File: config.mk
export PLATFORM = sky130hd
export DESIGN_NAME = load_hazard_ctrl
export DESIGN_NICKNAME = d
export VERILOG_FILES = /design/src/rtl/load_hazard_ctrl.sv
export SDC_FILE = /design/constraint.sdc
export NUM_CORES = 1
export LEC_CHECK = 0
export BUFFER_PORTS_ARGS = -buffer_cell sky130_fd_sc_hd__buf_2
export CAP_MARGIN = 25
export CORE_MARGIN = 2
export CORE_UTILIZATION = 25
export CTS_CLUSTER_DIAMETER = 150
export DETAILED_ROUTE_END_ITERATION = 8
export PLACE_DENSITY = 0.45
export REMOVE_ABC_BUFFERS = 1
export SYNTH_ARGS = -nofsm -noshare
export SYNTH_HDL_FRONTEND = slang
export SYNTH_SLANG_ARGS = --single-unit
File: constraint.sdc
create_clock -name clk -period 6.08 [get_ports clk]
set_clock_uncertainty 0.1 [all_clocks]
set_input_delay 0.912 -clock clk [delete_from_list [all_inputs] [get_ports clk]]
set_output_delay 0.912 -clock clk [all_outputs]
set_load 0.02 [all_outputs]
File: src/rtl/load_hazard_ctrl.sv
// Decode-stage load/RAW hazard controller with EX/MEM shadow slots, ID forwarding selects and a stall counter.
// Optional macro LOAD_HAZARD_ID_FWD_EN: enables ID forwarding so that only load-use hazards stall.
module load_hazard_ctrl #(
  parameter int CNT_W = 16
) (
  input  logic             clk,
  input  logic             clr,
  input  logic             id_valid,
  input  logic [4:0]       id_rs,
  input  logic [4:0]       id_rt,
  input  logic             id_use_rs,
  input  logic             id_use_rt,
  input  logic             id_wreg,
  input  logic             id_m2reg,
  input  logic [4:0]       id_rn,
  output logic             LOADDEPEN,
  output logic             bubble,
  output logic [1:0]       fwda,
  output logic [1:0]       fwdb,
  output logic [CNT_W-1:0] stall_cnt
);

  logic       r_e_wreg;
  logic       r_e_m2reg;
  logic [4:0] r_e_rn;
  logic       r_m_wreg;
  logic       r_m_m2reg;
  logic [4:0] r_m_rn;

  logic w_e_rs;
  logic w_e_rt;
  logic w_m_rs;
  logic w_m_rt;
  logic w_stall;

  // Hits already fold in the "source is actually read" qualifier and the r0 exclusion.
  assign w_e_rs = id_use_rs && r_e_wreg && (r_e_rn != 5'd0) && (r_e_rn == id_rs);
  assign w_e_rt = id_use_rt && r_e_wreg && (r_e_rn != 5'd0) && (r_e_rn == id_rt);
  assign w_m_rs = id_use_rs && r_m_wreg && (r_m_rn != 5'd0) && (r_m_rn == id_rs);
  assign w_m_rt = id_use_rt && r_m_wreg && (r_m_rn != 5'd0) && (r_m_rn == id_rt);

`ifdef LOAD_HAZARD_ID_FWD_EN
  function automatic logic [1:0] f_sel(input logic e_hit, input logic e_ld,
                                       input logic m_hit, input logic m_ld);
    if (e_hit && !e_ld)      return 2'b01;
    else if (m_hit && !m_ld) return 2'b10;
    else if (m_hit)          return 2'b11;
    else                     return 2'b00;
  endfunction

  assign w_stall = id_valid && r_e_m2reg && (w_e_rs || w_e_rt);

  always_comb begin
    fwda = 2'b00;
    fwdb = 2'b00;
    if (!clr) begin
      fwda = f_sel(w_e_rs, r_e_m2reg, w_m_rs, r_m_m2reg);
      fwdb = f_sel(w_e_rt, r_e_m2reg, w_m_rt, r_m_m2reg);
    end
  end
`else
  logic w_unused_m2reg;

  // Without forwarding the load flag in MEM carries no information.
  assign w_unused_m2reg = r_m_m2reg;
  assign w_stall = id_valid && (w_e_rs || w_e_rt || w_m_rs || w_m_rt);
  assign fwda    = 2'b00;
  assign fwdb    = 2'b00;
`endif

  assign LOADDEPEN = w_stall && !clr;
  assign bubble    = LOADDEPEN;

  always_ff @(posedge clk) begin
    if (clr) begin
      r_e_wreg  <= 1'b0;
      r_e_m2reg <= 1'b0;
      r_e_rn    <= 5'd0;
      r_m_wreg  <= 1'b0;
      r_m_m2reg <= 1'b0;
      r_m_rn    <= 5'd0;
    end else begin
      r_m_wreg  <= r_e_wreg;
      r_m_m2reg <= r_e_m2reg;
      r_m_rn    <= r_e_rn;
      if (id_valid && !bubble) begin
        r_e_wreg  <= id_wreg;
        r_e_m2reg <= id_m2reg;
        r_e_rn    <= id_rn;
      end else begin
        r_e_wreg  <= 1'b0;
        r_e_m2reg <= 1'b0;
        r_e_rn    <= 5'd0;
      end
    end
  end

  always_ff @(posedge clk) begin
    if (clr) begin
      stall_cnt <= '0;
    end else if (LOADDEPEN && (stall_cnt != {CNT_W{1'b1}})) begin
      stall_cnt <= stall_cnt + 1'b1;
    end
  end

endmodule
==> results of run 1 <==
cells by family after synthesis:
family / share of synthesized area [%]
other cells: 0.254
flops: 38.0
compound gates: 16.3
xor+xnor: 11.9
simple gates: 24.6
buf+inv: 6.02
mux: 2.12
fa+ha+maj: 0.848
registers in the layout, indices dropped and copies added (netlist names):
| register | count |
|---|---|
| r_e_rn | 5 |
| r_e_wreg | 1 |
| r_m_wreg | 1 |
| stall_cnt | 16 |
| r_m_rn | 5 |
stage by stage:
step	total power, uW	area, um2
3_3_place_gp	225	1690
4_1_cts	373	1760
5_1_grt	383	1760
6_report	366	1760
3_5_place_dp	224	1690
2_1_floorplan	209	1410
area by class of cell:
cell class | instances | area (um2)
fill | 624 | 3850
inverter | 3 | 11.3
sequential | 28 | 561
clock inverter | 1 | 30.0
tap | 72 | 90.1
multi-input combinational | 128 | 837
clock buffer | 3 | 41.3
timing repair buffer | 38 | 190
power by group:
group          switching, uW  internal, uW  leakage (uW)  total, uW
Sequential              2.77           186      0.000227        189
Combinational           17.8          13.2      0.000471       31.0
Clock                   58.5          88.2     0.0000357        147
worst max path at each step:
stage                endpoint  slack [ps]     start
finish                 bubble        2270  id_rt[0]
global route        LOADDEPEN        2050  id_rt[4]
CTS                    bubble        2240  id_rt[4]
detailed placement     bubble        2240  id_rt[4]
global placement    LOADDEPEN        2260  id_rt[4]
floorplan           LOADDEPEN        2520  id_rt[4]
cells in the final DEF (no fill, tap or decap), drive strengths merged, types with 3 or more instances in the layout:
master,Yosys,layout
and3,7,7
nand3,6,6
o21ai,5,5
clkbuf,5,3
nand2,11,11
inv,3,3
nor3,3,3
nor4,6,6
dfxtp,28,28
or4,9,9
and2,3,3
o31ai,7,7
conb,1,4
a21oi,11,11
nor2,4,4
nand4,4,4
buf,8,38
xor2,16,16
nor2b,8,8
xnor2,4,4
metal layers:
metal	share of wire [%]	wire length [um]	vias up	track usage [%]
li1	-	-	678	-
met1	48	1680	591	15.1
met2	47	1660	32	18.9
met3	4.7	165	2	2.56
met4	0.43	15	0	1.53
met5	0	0	-	0
synthesized netlist by cell type:
cell type   n
a41o_1      1
xor2_1     16
nand3_1     6
buf_6       1
o31ai_1     7
a32oi_1     2
or2_1       1
ha_1        1
and3_1      7
nor4_1      6
o2111ai_1   1
a31oi_1     1
mux2i_1     2
nand2_1    11
a41oi_1     1
or4_1       9
dfxtp_1    28
a21oi_1    11
xnor2_1     4
a21boi_0    1
o21ai_1     4
a311oi_1    2
o21a_1      1
o22a_1      1
nand4_1     4
o22ai_1     1
nor3_1      3
o31a_1      1
buf_2       2
nor2b_1     8
buf_4       5
o21ai_0     1
inv_1       3
nor2_1      4
conb_1      1
mux2_2      1
or3_1       2
and2_1      3
clkbuf_1    5
==> flow_summary.ini, run 1 <==
[sta]
timing.final.crit_share_pct = 62.7
fmax_mhz = 262
max_slew_margin_pct = 41.8
rsz0062_at_grt = false
fin_crit_ps = 3810
slew_violations = 0
whs_ps = 373
worstMarginPinSlew_ps = 873
finalHoldViolCount = 0
worst_slack_ps = 2270
setup_viol = 0
fin_setup_tns_ps = 0

[worst_setup_path]
reg2reg_to = stall_cnt[5]$_SDFFE_PP0P_
arrival_ps = 2800
r2r_slack_ps = 3430
worstPathMaxFanout = 29
worstSetupPathType = input pin to output pin
cp.depth = 7
critical-path-top-delay-family = compound AO/OA/AOI/OAI gates
r2r_cells = 5
worstSetupStartpointType = input pin
required_ps = 5070
reg2reg_from = r_m_rn[0]$_SDFF_PP0_
cpMostUsedCell = buf_2
cp_cell_sequence = buf_2, xor2_1, nor4_1, a32oi_1, o22a_1, nor2_1, buf_2
max_stage_delay_ps = 790
cp_slowest_cell = o22a_1
critPathBufInv = 2
end_kind = output pin

[global_routing]
antenna_found_initial = 0
grt.total_usage_pct = 11.2
grt_pass1_vias = 1194
grt_max_degree = 30
grt_overflow = 0
grt_pass1_wl_um = 5760

[die]
die_area_um2 = 6530
die_w_um = 80.8
num_rows = 27
initial_core_util_pct = 26.3
core-area_um2 = 5610
dieHeight_um = 80.8
pin_count = 44

[hold_path]
whs_path_depth = 1
hp-class = register to register
worstHoldStart = r_e_wreg$_SDFF_PP0_
whs_endpoint = r_m_wreg$_SDFF_PP0_

[cts]
clockRootBuffer = clkbuf_8
cts_tree = yes
clock_latency_ps = 270
cts_buffer_depth = 2
cts_resized = 0
path_clk_slew_ps = 90
cts_buffers = 3
cts_max_level = 1
post_cts_buffers = 0
clock-sinks = 28
holdBufCountCts = 0

[final_layout]
layout-drive-gt1-share_pct = 21.4
post-route-util_pct = 31.4
insertedDiodeCount = 0
syn_to_final_growth_pct = 19.3
nets = 225
fin_cells = 273

[drt]
remaining_drc_errors = 0
drtIter0Drc = 48
firstDrtPassIters = 5
ant_nets = 0
vias = 1303
viasPerCell = 4.77
wl_um = 3520
wl_per_cell_um = 12.9

[logic_synthesis]
yosys.area.top_type = dfxtp_1
synth.avg_cell_area_um2 = 8.73
synth_cells = 169
synth_area_leaders = dfxtp_1 (38%), xor2_1 (9.5%), or4_1 (4.6%), a21oi_1 (3.7%), o31ai_1 (3.6%)
ys_warn_count = 0
ys_ff_latch = 28
synth.top_cell.area_share_pct = 38.0
synth_cell_type_count = 39
netlist_area_um2 = 1480
ys_seq_area_share_pct = 38.0

[placed_design]
place_hpwl_um = 2650
numPortBuffers = 38
gp_congestion = 0.703
dp.cells = 269
place_ws_ps = 2240

[power_and_ir_drop]
powerDensity_nw_per_um2 = 208
p_leak_uw = 0.000733
ir_worst_vdd_mv = 0.150

[run_status]
outcome = finished, final reports clean

[run]
drv_cap = 0
Power figures use the tool's default switching activity.
==> run 2, diff against run 1 <==
--- a/config.mk
+++ b/config.mk
@@ -11,7 +11,7 @@
 export CORE_UTILIZATION = 25
 export CTS_CLUSTER_DIAMETER = 150
 export DETAILED_ROUTE_END_ITERATION = 8
-export PLACE_DENSITY = 0.45
+export PLACE_DENSITY = 0.46
 export REMOVE_ABC_BUFFERS = 1
 export SYNTH_ARGS = -nofsm -noshare
 export SYNTH_HDL_FRONTEND = slang
==> constraint.sdc (replaced) <==
create_clock -name clk -period 3.45 [get_ports clk]
set_clock_uncertainty 0.1 [all_clocks]
set_input_delay 0.5175 -clock clk [delete_from_list [all_inputs] [get_ports clk]]
set_output_delay 0.5175 -clock clk [all_outputs]
set_load 0.02 [all_outputs]
==> flow_summary.ini, run 2 (synthesized netlist as in run 1, its figures left out) <==
[sta]
worstMarginPinSlew_ps = 567
fmax_mhz = 345
max_slew_margin_pct = 61.9
slew_violations = 0
fin_setup_tns_ps = 0
fin_crit_ps = 2900
finalHoldViolCount = 0
timing.final.crit_share_pct = 84.0
rsz0062_at_grt = false
setup_viol = 0

[final_layout]
fin_area_um2 = 1780
layout_commonest_cell = buf_2
nets = 227
layout-drive-gt1-share_pct = 22.2
mostFrequentLayoutCells = buf_2 (38), dfxtp_1 (28), xor2_1 (16)
post-route-util_pct = 31.7
largest-register = stall_cnt
fin_cells = 275
largest_register_ffs = 16
syn_to_final_growth_pct = 20.4
insertedDiodeCount = 0
top_regs = stall_cnt (16), r_e_rn (5), r_m_rn (5)

[worst_setup_path]
worstSetupStartpointType = register
required_ps = 2830
startpoint = r_m_rn[0]$_SDFF_PP0_
crit_path_end = bubble
arrival_ps = 2280
end_kind = output pin
reg2reg_from = r_e_rn[2]$_SDFF_PP0_
reg2reg_to = stall_cnt[10]$_SDFFE_PP0P_
worstSetupPathType = register to output pin
r2r_slack_ps = 970
r2r_cells = 7
worstPathMaxFanout = 14

[cts]
cts_resized = 0
post_cts_buffers = 0
clockRootBuffer = clkbuf_8
clock-sinks = 28
cts_tree = yes
clock_latency_ps = 270
cts_buffers = 3
cts_max_level = 1
path_clk_slew_ps = 100
cts_buffer_depth = 2
holdBufCountCts = 0

[global_routing]
grt_max_degree = 23
grt_pass1_wl_um = 5930
grt_pass1_vias = 1250
grt_overflow = 0
grt.total_usage_pct = 11.4
antenna_found_initial = 0

[die]
pin_count = 44
die_area_um2 = 6530
num_rows = 27
initial_core_util_pct = 26.3
core-area_um2 = 5610
dieHeight_um = 80.8
die_w_um = 80.8

[hold_path]
hp-class = input pin to register

[drt]
firstDrtPassIters = 4
ant_nets = 0
wl_um = 3620
wl_per_cell_um = 13.2
remaining_drc_errors = 0
vias = 1346
drtIter0Drc = 67
viasPerCell = 4.89

[power_and_ir_drop]
ir_worst_vdd_mv = 0.173
p_leak_uw = 0.000743
powerDensity_nw_per_um2 = 364
combPwrFrac_pct = 8.6
swShare_pct = 21.6
switchingPower_uw = 139
pwr-share-clk_pct = 39.9
seq_power_share_pct = 51.5
internal_power_uw = 507

[placed_design]
gp_congestion = 0.727
numPortBuffers = 38
dp.cells = 271
dpl_cell_area_um2 = 1700
place_hpwl_um = 2700

[run_status]
outcome = finished, final reports clean

[run]
drv_cap = 0
-- run 2: changes by cell type in the layout (fill, tap and decap cells not counted) --
cell / previous run / this run
buf_4: 0 / 2
-- run 2: through the flow --
stage	hold slack, ps	worst slack [ps]	total power (uW)
after CTS	356	497	662
after detailed placement	354	673	396
after floorplan	334	683	369
final	363	554	647
after global placement	347	643	397
after global routing	365	409	673
-- run 2: worst max-delay path: stages, from the launching register on --
cell and delay (ps):
dfxtp_1 350, or4_1 530, o21ai_0 330, o22a_1 460
nor2_1 150, buf_2 190
-- run 2: per-layer routing --
metal,wire (um),GRT usage [%]
met1,1780,15.6
met2,1630,19.4
met5,0,0
met3,191,1.22
met4,23,2.54
-- run 2: area by class of cell --
| type | count | area, um2 |
|---|---|---|
| well taps | 72 | 90.1 |
| flip-flops and latches | 28 | 561 |
| inverters | 3 | 11.3 |
| fillers | 633 | 3830 |
| clock buffers | 3 | 41.3 |
| multi-input cells | 128 | 837 |
| clock inverters | 1 | 30.0 |
| repair buffers | 40 | 205 |
-- run 2: how the worst min path moves through the flow --
stage | startpoint | end | slack, ps | cells after the start
after floorplan | r_e_wreg$_SDFF_PP0_ | r_m_wreg$_SDFF_PP0_ | 330 | 1
after global placement | r_e_wreg$_SDFF_PP0_ | r_m_wreg$_SDFF_PP0_ | 350 | 1
after detailed placement | r_e_wreg$_SDFF_PP0_ | r_m_wreg$_SDFF_PP0_ | 350 | 1
after CTS | id_rn[3] | r_e_rn[3]$_SDFF_PP0_ | 360 | 2
after global routing | id_rn[2] | r_e_rn[2]$_SDFF_PP0_ | 360 | 2
final | id_rn[3] | r_e_rn[3]$_SDFF_PP0_ | 360 | 2
-- run 2: power groups by stage --
stage	combinational [uW]	sequential [uW]	clock [uW]
floorplan	29.8	339	0
global placement	56.2	340	0
detailed placement	55.9	340	0
CTS	56.3	333	273
global route	62.3	334	277
finish	55.8	333	258
==> run 3, diff against run 2 <==
==> constraint.sdc (replaced) <==
create_clock -name clk -period 2.33 [get_ports clk]
set_clock_uncertainty 0.1 [all_clocks]
set_input_delay 0.3495 -clock clk [delete_from_list [all_inputs] [get_ports clk]]
set_output_delay 0.3495 -clock clk [all_outputs]
set_load 0.02 [all_outputs]
==> flow_summary.ini, run 3 (synthesized netlist as in run 1, its figures left out) <==
[sta]
finalHoldViolCount = 0
fin_setup_tns_ps = 0
setup_viol = 0
rsz0062_at_grt = true
fin_crit_ps = 2270
timing.final.crit_share_pct = 97.6
slew_violations = 0
fmax_mhz = 440
worst_slack_ps = 57.0

[final_layout]
largest_register_ffs = 16
layout_commonest_cell = buf_2
top_regs = stall_cnt (16), r_e_rn (5), r_m_rn (5)
mostFrequentLayoutCells = buf_2 (36), buf_4 (30), dfxtp_1 (21)
largest-register = stall_cnt
post-route-util_pct = 36.9
nets = 255
syn_to_final_growth_pct = 40.2
insertedDiodeCount = 0
layout-drive-gt1-share_pct = 39.4

[run]
drv_cap = 0

[power_and_ir_drop]
ir_worst_vdd_mv = 0.203
p_leak_uw = 0.000881
combPwrFrac_pct = 12.2
switchingPower_uw = 217
seq_power_share_pct = 54.3
powerDensity_nw_per_um2 = 438
finalPower_uw = 906
internal_power_uw = 689
swShare_pct = 24.0
pwr-share-clk_pct = 33.6

[global_routing]
grt_pass1_wl_um = 6200
grt_max_degree = 21
grt_overflow = 0
antenna_found_initial = 0
grt_pass1_vias = 1295
grt.total_usage_pct = 12.1

[die]
die_w_um = 80.8
initial_core_util_pct = 26.3
pin_count = 44
die_area_um2 = 6530
dieHeight_um = 80.8
core-area_um2 = 5610
num_rows = 27

[worst_setup_path]
r2r_cells = 7
worstSetupPathType = register to output pin
worstPathMaxFanout = 6
arrival_ps = 1820
end_kind = output pin
required_ps = 1880
worstSetupStartpointType = register

[drt]
drtIter0Drc = 62
wl_per_cell_um = 12.5
viasPerCell = 4.69
ant_nets = 0
vias = 1422
remaining_drc_errors = 0
wl_um = 3800
firstDrtPassIters = 4

[cts]
holdBufCountCts = 0
cts_tree = yes
path_clk_slew_ps = 100
clockRootBuffer = clkbuf_8
cts_buffer_depth = 2
clock-sinks = 28
clock_latency_ps = 280
cts_buffers = 3
cts_max_level = 1

[placed_design]
gp_congestion = 0.736
place_hpwl_um = 2900
numPortBuffers = 38
place_ws_ps = -140

[run_status]
outcome = finished, final reports clean

[hold_path]
whs_path_depth = 2
hp-class = input pin to register
run 3: power by group through the flow:
stage          sequential [uW]  clock [uW]  combinational, uW
6_report                   492         304                110
5_1_grt                    493         330                121
4_1_cts                    492         315               99.4
3_5_place_dp               503           0               97.1
3_3_place_gp               503           0               97.8
2_1_floorplan              502           0               44.1
run 3: worst paths after layout:
kind,startpoint,to,slack (ps)
worst max-delay path,r_e_rn[3]$_SDFF_PP0_,bubble,60
worst min-delay path,id_rn[4],r_e_rn[4]$_SDFF_PP0_,200
worst max register to register,r_m_rn[0]$_SDFF_PP0_,stall_cnt[10]$_SDFFE_PP0P_,110
worst min register to register,stall_cnt[14]$_SDFFE_PP0P_,stall_cnt[14]$_SDFFE_PP0P_,410
run 3: final cells by class:
type                       count  area [um2]
tap                           72        90.1
inverter                       3        11.3
clock buffer                   4        55.1
fill                         616        3540
timing repair buffer          68         428
multi-input combinational    128         910
sequential                    28         574
run 3: layer usage:
metal	vias up	share of wire [%]	GRT usage, %
met4	0	0.63	3.05
met3	2	4.0	1.33
met2	32	47	19.7
met5	-	0	0
li1	737	-	-
met1	651	49	17.0
run 3: what timing repair did:
| action | 4_1_cts | 5_1_grt |
|---|---|---|
| setup buffers | 0 | 4 |
| pin swaps | 3 | 7 |
| gates resized for setup | 7 | 21 |
| setup endpoints to repair | 6 | 13 |
run 3: worst max-delay path, cell delays in order (launching register included):
cell and delay (ps):
dfxtp_2 340, buf_4 140, or4_4 490, o21ai_4 180, o22a_4 210, nor2_4 60, buf_6 130
run 3: metrics by stage:
stage	std cells	cell area, um2	hold WS [ps]
final	303	2070	195
after global routing	303	2070	200
after CTS	299	1960	194
after detailed placement	295	1880	364
after global placement	295	1880	348
after floorplan	159	1410	319
